`src/rtl/board_render_if.sv`:
```
// Pixel-stream interface: raw video timing into the renderer, registered RGB and
// latency-aligned syncs back out toward the DAC.
interface board_render_if;
   logic       blank_n;
   logic       hsync_in;
   logic       vsync_in;
   logic [8:0] row;
   logic [9:0] column;
   logic [7:0] red;
   logic [7:0] green;
   logic [7:0] blue;
   logic       hsync_out;
   logic       vsync_out;
   logic       blank_n_out;

   modport master (
      output blank_n, hsync_in, vsync_in, row, column,
      input  red, green, blue, hsync_out, vsync_out, blank_n_out
   );

   modport slave (
      input  blank_n, hsync_in, vsync_in, row, column,
      output red, green, blue, hsync_out, vsync_out, blank_n_out
   );
endinterface

```
`src/rtl/board_render_pipe.sv`:
```
// Pipelined Tetris board renderer with line-clear flash FSM; RGB/syncs appear RAM_LAT+1 clocks
// after row/column. Optional ghost piece rendering is enabled by BOARD_RENDER_GHOST_EN.
module board_render_pipe #(
   parameter int unsigned CELL         = 20,
   parameter int unsigned BOARD_X0     = 220,
   parameter int unsigned BOARD_Y0     = 40,
   parameter int unsigned COLS         = 10,
   parameter int unsigned ROWS         = 20,
   parameter int unsigned RAM_LAT      = 1,
   parameter int unsigned FLASH_FRAMES = 8,
   parameter int unsigned FLASH_COUNT  = 3
) (
   input  logic                           clk,
   input  logic                           rst,
   board_render_if.slave                  vid,
   input  logic                           frame_tick,
   input  logic [2:0]                     q,
   input  logic [2:0]                     block,
   input  logic [15:0]                    piece_cx,
   input  logic [19:0]                    piece_cy,
   input  logic [4:0]                     ghost_drop,
   input  logic                           clear_start,
   input  logic [ROWS-1:0]                clear_rows,
   output logic                           clear_done,
   output logic                           flash_busy,
   output logic [$clog2(ROWS*COLS)-1:0]   ram_addr,
   input  logic [23:0]                    ram_color
);
   localparam int unsigned AW = $clog2(ROWS*COLS);
   localparam int unsigned SW = $clog2(CELL);
   localparam int unsigned FW = $clog2(FLASH_FRAMES + 1);
   localparam int unsigned PW = $clog2(FLASH_COUNT + 1);
   localparam int Bx0 = int'(BOARD_X0);
   localparam int Bx1 = int'(BOARD_X0 + COLS * CELL);
   localparam int By0 = int'(BOARD_Y0);
   localparam int By1 = int'(BOARD_Y0 + ROWS * CELL);
   localparam int Cl  = int'(CELL);
   localparam logic [1:0] RgOther = 2'd0;
   localparam logic [1:0] RgFrame = 2'd1;
   localparam logic [1:0] RgBoard = 2'd2;
   localparam logic [23:0] Rose = 24'hFFCCE5;

   typedef struct packed {
      logic [1:0] region;
      logic       game;
      logic [2:0] blk;
      logic [4:0] cy;
      logic       hit;
      logic       ghost;
      logic       hs;
      logic       vs;
      logic       bl;
   } sb_t;

   localparam sb_t SbRst = '{region: RgOther, game: 1'b0, blk: 3'd0, cy: 5'd0, hit: 1'b0,
                             ghost: 1'b0, hs: 1'b1, vs: 1'b1, bl: 1'b0};

   typedef enum logic [1:0] {StIdle, StOn, StOff, StDone} flash_st_e;

   logic [3:0]    cx_q, cx_d;
   logic [4:0]    cy_q, cy_d;
   logic [SW-1:0] sx_q, sx_d, sy_q, sy_d;
   logic [AW-1:0] addr_q, addr_d;
   sb_t           sb_d;
   sb_t           sb_q [RAM_LAT];
   sb_t           sb_last;
   int            col_i, row_i;
   logic          in_bx, in_by, in_fx, in_fy;

   flash_st_e       st_q, st_d;
   logic [FW-1:0]   frm_q, frm_d;
   logic [PW-1:0]   pair_q, pair_d;
   logic [ROWS-1:0] mask_q, mask_d;
   logic            done_q, done_d, busy_q, busy_d;

   logic [23:0] rgb_q, rgb_d;
   logic        hs_q, vs_q, bl_q;
   logic [31:0] mask_pad;

`ifdef BOARD_RENDER_GHOST_EN
   logic [5:0] gy;
`else
   logic unused_ghost;
   assign unused_ghost = ^ghost_drop;
`endif

   function automatic logic [23:0] palette(input logic [2:0] b);
      unique case (b)
         3'd7:    palette = 24'h99FFCC;
         3'd1:    palette = 24'h66B2FF;
         3'd2:    palette = 24'hFF3399;
         3'd3:    palette = 24'h7F00FF;
         3'd4:    palette = 24'hFFFF66;
         3'd5:    palette = 24'h66FF66;
         3'd6:    palette = 24'h990099;
         default: palette = Rose;
      endcase
   endfunction

   // Counters produce the cell index of the current pixel combinationally, so stage 0 sees it.
   always_comb begin
      col_i = int'(vid.column);
      row_i = int'(vid.row);
      cx_d  = cx_q;
      sx_d  = sx_q;
      cy_d  = cy_q;
      sy_d  = sy_q;
      in_bx = (col_i >= Bx0) && (col_i < Bx1);
      in_by = (row_i >= By0) && (row_i < By1);
      in_fx = (col_i >= Bx0 - Cl) && (col_i < Bx1 + Cl);
      in_fy = (row_i >= By0 - Cl) && (row_i < By1 + Cl);
      if (col_i == Bx0) begin
         cx_d = '0;
         sx_d = '0;
      end else if (in_bx) begin
         if (sx_q == SW'(CELL - 1)) begin
            sx_d = '0;
            cx_d = cx_q + 4'd1;
         end else begin
            sx_d = sx_q + 1'b1;
         end
      end
      if (col_i == 0) begin
         if (row_i == By0) begin
            cy_d = '0;
            sy_d = '0;
         end else if (in_by) begin
            if (sy_q == SW'(CELL - 1)) begin
               sy_d = '0;
               cy_d = cy_q + 5'd1;
            end else begin
               sy_d = sy_q + 1'b1;
            end
         end
      end
      addr_d = AW'(int'(cy_d) * int'(COLS) + int'(cx_d));

      sb_d        = SbRst;
      sb_d.region = (in_bx && in_by) ? RgBoard : ((in_fx && in_fy) ? RgFrame : RgOther);
      sb_d.game   = (q == 3'b011) || (q == 3'b101);
      sb_d.blk    = block;
      sb_d.cy     = cy_d;
      sb_d.hs     = vid.hsync_in;
      sb_d.vs     = vid.vsync_in;
      sb_d.bl     = vid.blank_n;
`ifdef BOARD_RENDER_GHOST_EN
      gy = '0;
`endif
      for (int i = 0; i < 4; i++) begin
         if (piece_cx[4*i +: 4] == cx_d && piece_cy[5*i +: 5] == cy_d) sb_d.hit = 1'b1;
`ifdef BOARD_RENDER_GHOST_EN
         gy = {1'b0, piece_cy[5*i +: 5]} + {1'b0, ghost_drop};
         if (ghost_drop != 5'd0 && gy < 6'(ROWS) && piece_cx[4*i +: 4] == cx_d &&
             gy == {1'b0, cy_d}) sb_d.ghost = 1'b1;
`endif
      end
   end

   always_ff @(posedge clk) begin
      if (!rst) begin
         cx_q   <= '0;
         sx_q   <= '0;
         cy_q   <= '0;
         sy_q   <= '0;
         addr_q <= '0;
         for (int k = 0; k < int'(RAM_LAT); k++) sb_q[k] <= SbRst;
      end else begin
         cx_q    <= cx_d;
         sx_q    <= sx_d;
         cy_q    <= cy_d;
         sy_q    <= sy_d;
         addr_q  <= addr_d;
         sb_q[0] <= sb_d;
         for (int k = 1; k < int'(RAM_LAT); k++) sb_q[k] <= sb_q[k-1];
      end
   end

   // Flash FSM: IDLE ignores frame ticks, so a tick coinciding with clear_start is not counted.
   always_comb begin
      st_d   = st_q;
      frm_d  = frm_q;
      pair_d = pair_q;
      mask_d = mask_q;
      busy_d = busy_q;
      done_d = 1'b0;
      unique case (st_q)
         StIdle: begin
            if (clear_start) begin
               st_d   = StOn;
               mask_d = clear_rows;
               frm_d  = '0;
               pair_d = '0;
               busy_d = 1'b1;
            end
         end
         StOn: begin
            if (frame_tick) begin
               if (frm_q == FW'(FLASH_FRAMES - 1)) begin
                  frm_d = '0;
                  st_d  = StOff;
               end else begin
                  frm_d = frm_q + 1'b1;
               end
            end
         end
         StOff: begin
            if (frame_tick) begin
               if (frm_q == FW'(FLASH_FRAMES - 1)) begin
                  frm_d = '0;
                  if (pair_q == PW'(FLASH_COUNT - 1)) begin
                     st_d   = StDone;
                     done_d = 1'b1;
                  end else begin
                     pair_d = pair_q + 1'b1;
                     st_d   = StOn;
                  end
               end else begin
                  frm_d = frm_q + 1'b1;
               end
            end
         end
         StDone: begin
            st_d   = StIdle;
            busy_d = 1'b0;
         end
         default: st_d = StIdle;
      endcase
   end

   always_ff @(posedge clk) begin
      if (!rst) begin
         st_q   <= StIdle;
         frm_q  <= '0;
         pair_q <= '0;
         mask_q <= '0;
         done_q <= 1'b0;
         busy_q <= 1'b0;
      end else begin
         st_q   <= st_d;
         frm_q  <= frm_d;
         pair_q <= pair_d;
         mask_q <= mask_d;
         done_q <= done_d;
         busy_q <= busy_d;
      end
   end

   assign sb_last  = sb_q[RAM_LAT-1];
   assign mask_pad = 32'(mask_q);

   always_comb begin
      rgb_d = 24'h606060;
      if (!sb_last.bl) begin
         rgb_d = 24'h000000;
      end else if (sb_last.region == RgBoard) begin
         if (!sb_last.game)                         rgb_d = Rose;
         else if (st_q == StOn && mask_pad[sb_last.cy]) rgb_d = 24'hFFFFFF;
         else if (sb_last.hit)                      rgb_d = palette(sb_last.blk);
`ifdef BOARD_RENDER_GHOST_EN
         else if (sb_last.ghost)                    rgb_d = 24'h606060;
`endif
         else if (ram_color != 24'd0)               rgb_d = ram_color;
         else                                       rgb_d = Rose;
      end else if (sb_last.region == RgFrame) begin
         rgb_d = 24'hA0A0A0;
      end
   end

   always_ff @(posedge clk) begin
      if (!rst) begin
         rgb_q <= '0;
         hs_q  <= 1'b1;
         vs_q  <= 1'b1;
         bl_q  <= 1'b0;
      end else begin
         rgb_q <= rgb_d;
         hs_q  <= sb_last.hs;
         vs_q  <= sb_last.vs;
         bl_q  <= sb_last.bl;
      end
   end

   assign vid.red         = rgb_q[23:16];
   assign vid.green       = rgb_q[15:8];
   assign vid.blue        = rgb_q[7:0];
   assign vid.hsync_out   = hs_q;
   assign vid.vsync_out   = vs_q;
   assign vid.blank_n_out = bl_q;
   assign ram_addr        = addr_q;
   assign clear_done      = done_q;
   assign flash_busy      = busy_q;
endmodule
```
`src/flat_wrapper.sv`:
```
// flat-port wrapper written by rule: the top's interface ports become plain ports
module board_render_pipe_flat 
#(
   parameter int unsigned CELL         = 20,
   parameter int unsigned BOARD_X0     = 220,
   parameter int unsigned BOARD_Y0     = 40,
   parameter int unsigned COLS         = 10,
   parameter int unsigned ROWS         = 20,
   parameter int unsigned RAM_LAT      = 1,
   parameter int unsigned FLASH_FRAMES = 8,
   parameter int unsigned FLASH_COUNT  = 3
)
  (clk, rst, frame_tick, q, block, piece_cx, piece_cy, ghost_drop, clear_start, clear_rows, clear_done, flash_busy, ram_addr, ram_color, vid_blank_n, vid_hsync_in, vid_vsync_in, vid_row, vid_column, vid_red, vid_green, vid_blue, vid_hsync_out, vid_vsync_out, vid_blank_n_out);
  board_render_if vid_i ();
  input  logic clk;
  input  logic rst;
  input  logic frame_tick;
  input  logic [2:0] q;
  input  logic [2:0] block;
  input  logic [15:0] piece_cx;
  input  logic [19:0] piece_cy;
  input  logic [4:0] ghost_drop;
  input  logic clear_start;
  input  logic [ROWS-1:0] clear_rows;
  output logic clear_done;
  output logic flash_busy;
  output logic [$clog2(ROWS*COLS)-1:0] ram_addr;
  input  logic [23:0] ram_color;
  input wire logic [$bits(vid_i.blank_n)-1:0] vid_blank_n;
  input wire logic [$bits(vid_i.hsync_in)-1:0] vid_hsync_in;
  input wire logic [$bits(vid_i.vsync_in)-1:0] vid_vsync_in;
  input wire logic [$bits(vid_i.row)-1:0] vid_row;
  input wire logic [$bits(vid_i.column)-1:0] vid_column;
  output wire logic [$bits(vid_i.red)-1:0] vid_red;
  output wire logic [$bits(vid_i.green)-1:0] vid_green;
  output wire logic [$bits(vid_i.blue)-1:0] vid_blue;
  output wire logic [$bits(vid_i.hsync_out)-1:0] vid_hsync_out;
  output wire logic [$bits(vid_i.vsync_out)-1:0] vid_vsync_out;
  output wire logic [$bits(vid_i.blank_n_out)-1:0] vid_blank_n_out;
  assign vid_i.blank_n = vid_blank_n;
  assign vid_i.hsync_in = vid_hsync_in;
  assign vid_i.vsync_in = vid_vsync_in;
  assign vid_i.row = vid_row;
  assign vid_i.column = vid_column;
  assign vid_red = vid_i.red;
  assign vid_green = vid_i.green;
  assign vid_blue = vid_i.blue;
  assign vid_hsync_out = vid_i.hsync_out;
  assign vid_vsync_out = vid_i.vsync_out;
  assign vid_blank_n_out = vid_i.blank_n_out;
  board_render_pipe #(.CELL(CELL), .BOARD_X0(BOARD_X0), .BOARD_Y0(BOARD_Y0), .COLS(COLS), .ROWS(ROWS), .RAM_LAT(RAM_LAT), .FLASH_FRAMES(FLASH_FRAMES), .FLASH_COUNT(FLASH_COUNT)) u_core (.clk(clk), .rst(rst), .vid(vid_i), .frame_tick(frame_tick), .q(q), .block(block), .piece_cx(piece_cx), .piece_cy(piece_cy), .ghost_drop(ghost_drop), .clear_start(clear_start), .clear_rows(clear_rows), .clear_done(clear_done), .flash_busy(flash_busy), .ram_addr(ram_addr), .ram_color(ram_color));
endmodule
```
`config.mk`:
```
export PLATFORM = sky130hd
export DESIGN_NAME = board_render_pipe_flat
export DESIGN_NICKNAME = d
export VERILOG_FILES = /design/src/rtl/board_render_if.sv /design/src/rtl/board_render_pipe.sv /design/src/flat_wrapper.sv
export SDC_FILE = /design/constraint.sdc
export NUM_CORES = 1
export LEC_CHECK = 0
export ABC_AREA = 1
export CAP_MARGIN = 20
export CORE_UTILIZATION = 49
export CTS_CLUSTER_DIAMETER = 150
export DETAILED_ROUTE_END_ITERATION = 8
export HOLD_SLACK_MARGIN = 0.02
export PLACE_DENSITY = 0.81
export SYNTH_ARGS = -nofsm -noshare
export SYNTH_HDL_FRONTEND = slang
export SYNTH_SLANG_ARGS = --single-unit
```
`constraint.sdc`:
```
create_clock -name clk -period 3 [get_ports clk]
set_input_delay 0.3 -clock clk [delete_from_list [all_inputs] [get_ports clk]]
set_output_delay 0.3 -clock clk [all_outputs]
set_load 0.1 [all_outputs]
```
==> flow_summary.json <==
{
  "period_needed_ps": 2800,
  "synth_top_area_share": 0.332,
  "synth-seq-cells": 93,
  "hpwl_um": 12000,
  "relSlewSlack": 0.330,
  "wl_met2_um": 7570,
  "wire_per_inst_um": 12.7,
  "synth_nets": 998,
  "core_area_sq_um": 11000,
  "worstPathArrival_ps": 3070,
  "rows": 38,
  "layout-drive-gt1-share": 0.130,
  "dpl.cell_count": 1189,
  "finClkSkew_ps": 8.25,
  "post-route-period-util": 0.933,
  "synth_edf_count": 0,
  "synth_common_cells": "194 x nand2_1, 137 x nor2_1, 106 x inv_1",
  "netlist_instances": 862,
  "grt_pass1_wl_um": 24800,
  "cts_hold_buf": 0,
  "wl_met3_um": 938,
  "yosysMostFrequentCell": "nand2_1",
  "yosysWarningCount": 0,
  "setup_viol": 0,
  "portBuffers": 148,
  "cts-root-buf": "clkbuf_16",
  "ys_seq_area_frac": 0.332,
  "grt.overflow.total": 0,
  "start_util": 0.510,
  "p_total_w": 0.00355,
  "yosys.area.top_type": "dfxtp_1",
  "ys_top_cells_by_area": "dfxtp_1 33%, nand2_1 13%, nor2_1 9.2%",
  "maxCapViolCount": 0,
  "worst_pin_slew_ps": 1000,
  "drt-initial-drc-count": 309,
  "die_area_sq_um": 11900,
  "io_pins": 154,
  "place_worst_setup_slack_ps": -237,
  "nets": 1198,
  "grtUsageTotal": 0.264,
  "wl_met1_um": 6510,
  "yosysUniqueCellTypes": 45,
  "finalMaxSlewViolations": 0,
  "cts_buffers": 9,
  "viasPerCell": 5.11,
  "die_y_um": 109,
  "dieWidth_um": 109,
  "place.gp.congestion": 0.932,
  "tritoncts": "done",
  "r2r_start": "u_core.sy_q[1]$_SDFFE_PN0P_",
  "p_per_area_nw_per_um2": 450,
  "clk_path_buf_depth": 2,
  "htreeDepth": 3,
  "routed.top_layer": "met4",
  "clk_latency_ps": 340,
  "ys.flop_type": "dfxtp_1",
  "cp-end-kind": "flop",
  "grt_max_degree": 30,
  "syn_avg_cell_area_sq_um": 6.50,
  "hold_class": "reg -> reg",
  "syn_to_final_growth_pct": 41.0,
  "hold_viol": 0,
  "cp-startpoint": "vid_column[0]",
  "routed_wl_um": 15300,
  "required_ps": 3270,
  "antenna_found_initial": 0,
  "cts_sinks": 93,
  "finalInstanceArea_sq_um": 7900,
  "layout_setup_ws_ps": 201,
  "grt_pass1_vias": 5641,
  "antenna_cells": 0,
  "place_area_sq_um": 7560,
  "final_cells": 1206,
  "worstSetupStartpointType": "input pin",
  "drc": 0,
  "p_leak_nw": 3.71,
  "clock.fmax_mhz": 357,
  "clk_pin_slew_worst_paths_ps": 70,
  "vias": 6159,
  "drtAntennaViolNets": 0,
  "async_flop_share": 0,
  "hold_ws_ps": 419,
  "min_from": "u_core.sb_q[0][1]$_SDFF_PN1_",
  "irDropWorstVdd_mv": 0.497,
  "dr.pass1.iters": 6,
  "syn_area_sq_um": 5600,
  "outcome": "finished clean",
  "path_max_fanout": 6,
  "worstSetupPathType": "in -> reg"
}
-- state kept, by name, indices dropped and copies added (netlist names) --
name,count
u_core.rgb_q,24
u_core.mask_q,20
u_core.sb_q,11
u_core.ram_addr,8
u_core.sx_q,5
u_core.sy_q,5
u_core.cy_q,4
u_core.frm_q,4
u_core.cx_q,3
u_core.pair_q,2
u_core.st_q,2
u_core.clear_done,1
u_core.flash_busy,1
u_core.vid.blank_n_out,1
u_core.vid.hsync_out,1
u_core.vid.vsync_out,1
-- power breakdown --
group          switching (W)  total, W  internal [W]
Sequential         0.0000695   0.00143       0.00136
Combinational       0.000592  0.000997      0.000405
Clock               0.000477   0.00112      0.000648
Total                0.00114   0.00355       0.00241
-- per-layer routing --
layer | global-route usage | up-vias
li1 | - | 3211
met1 | 0.313 | 2719
met2 | 0.475 | 204
met3 | 0.0550 | 25
met4 | 0.0801 | 0
met5 | 0 | -
-- worst max-delay path, cell delays in order --
cell and delay, ps:
clkdlybuf4s50_1 440, nor2_1 130, nand2_1 80, nor2_2 110, nand2_2 150, clkinv_4 110
nand3_1 150, nand3_2 130, inv_1 70, ha_1 200, ha_1 220, fa_1 500
inv_1 70, nor2_1 110, nand2_1 80, nand2_1 60, nand2_1 40, nor2_1 100
-- cell families (layout without fill, tap and decap cells) --
group           count (synthesis)  in the layout  share of synthesized area
simple gates                  469            469                      0.375
compound gates                144            144                      0.141
buf+inv                       132            336                     0.0967
flops                          93             93                      0.332
fa+ha+maj                      19             19                     0.0451
xor+xnor                        5              5                    0.00916
-- layout by cell type (no fill, tap or decap), types with 11 or more instances in the layout --
cell and instances:
o21ai_0 65, nor3_1 11, dfxtp_1 92, nand2_2 13
nand3_1 50, inv_1 104, clkdlybuf4s50_1 136, nand3b_1 11
ha_1 16, a21oi_1 49, nand2_1 193, nand4_1 19
nor2_1 134, buf_4 75
-- through the flow --
step	util	setup TNS, ps
2_1_floorplan	-	0
3_3_place_gp	0.688	-168
3_5_place_dp	0.688	-594
4_1_cts	0.716	0
5_1_grt	0.719	-9.00
6_report	0.719	0
-- path summary, 6_finish.rpt --
path                                     end  slack [ps]  depth (start not counted)
max            u_core.ram_addr[7]$_SDFF_PN0_         200                         18
min reg2reg  u_core.vid.vsync_out$_SDFF_PN1_         420                          1
max reg2reg    u_core.ram_addr[7]$_SDFF_PN0_         220                         17
min          u_core.vid.vsync_out$_SDFF_PN1_         420                          1
-- area by class of cell --
type	instances	area (sq um)
flip-flops and latches	93	1860
repair buffers	211	1920
clock inverters	6	72.6
clock buffers	9	225
multi-input cells	637	3220
inverters	110	418
well taps	140	175
fillers	949	3090
-- timing repair --
| item | 4_1_cts | 5_1_grt |
|---|---|---|
| buffers inserted | 0 | 2 |
| gates resized for setup | 0 | 10 |
| hold endpoints to repair | 0 | 0 |
| setup endpoints to repair | 0 | 3 |
No activity file was read; power rests on OpenSTA's default activity.
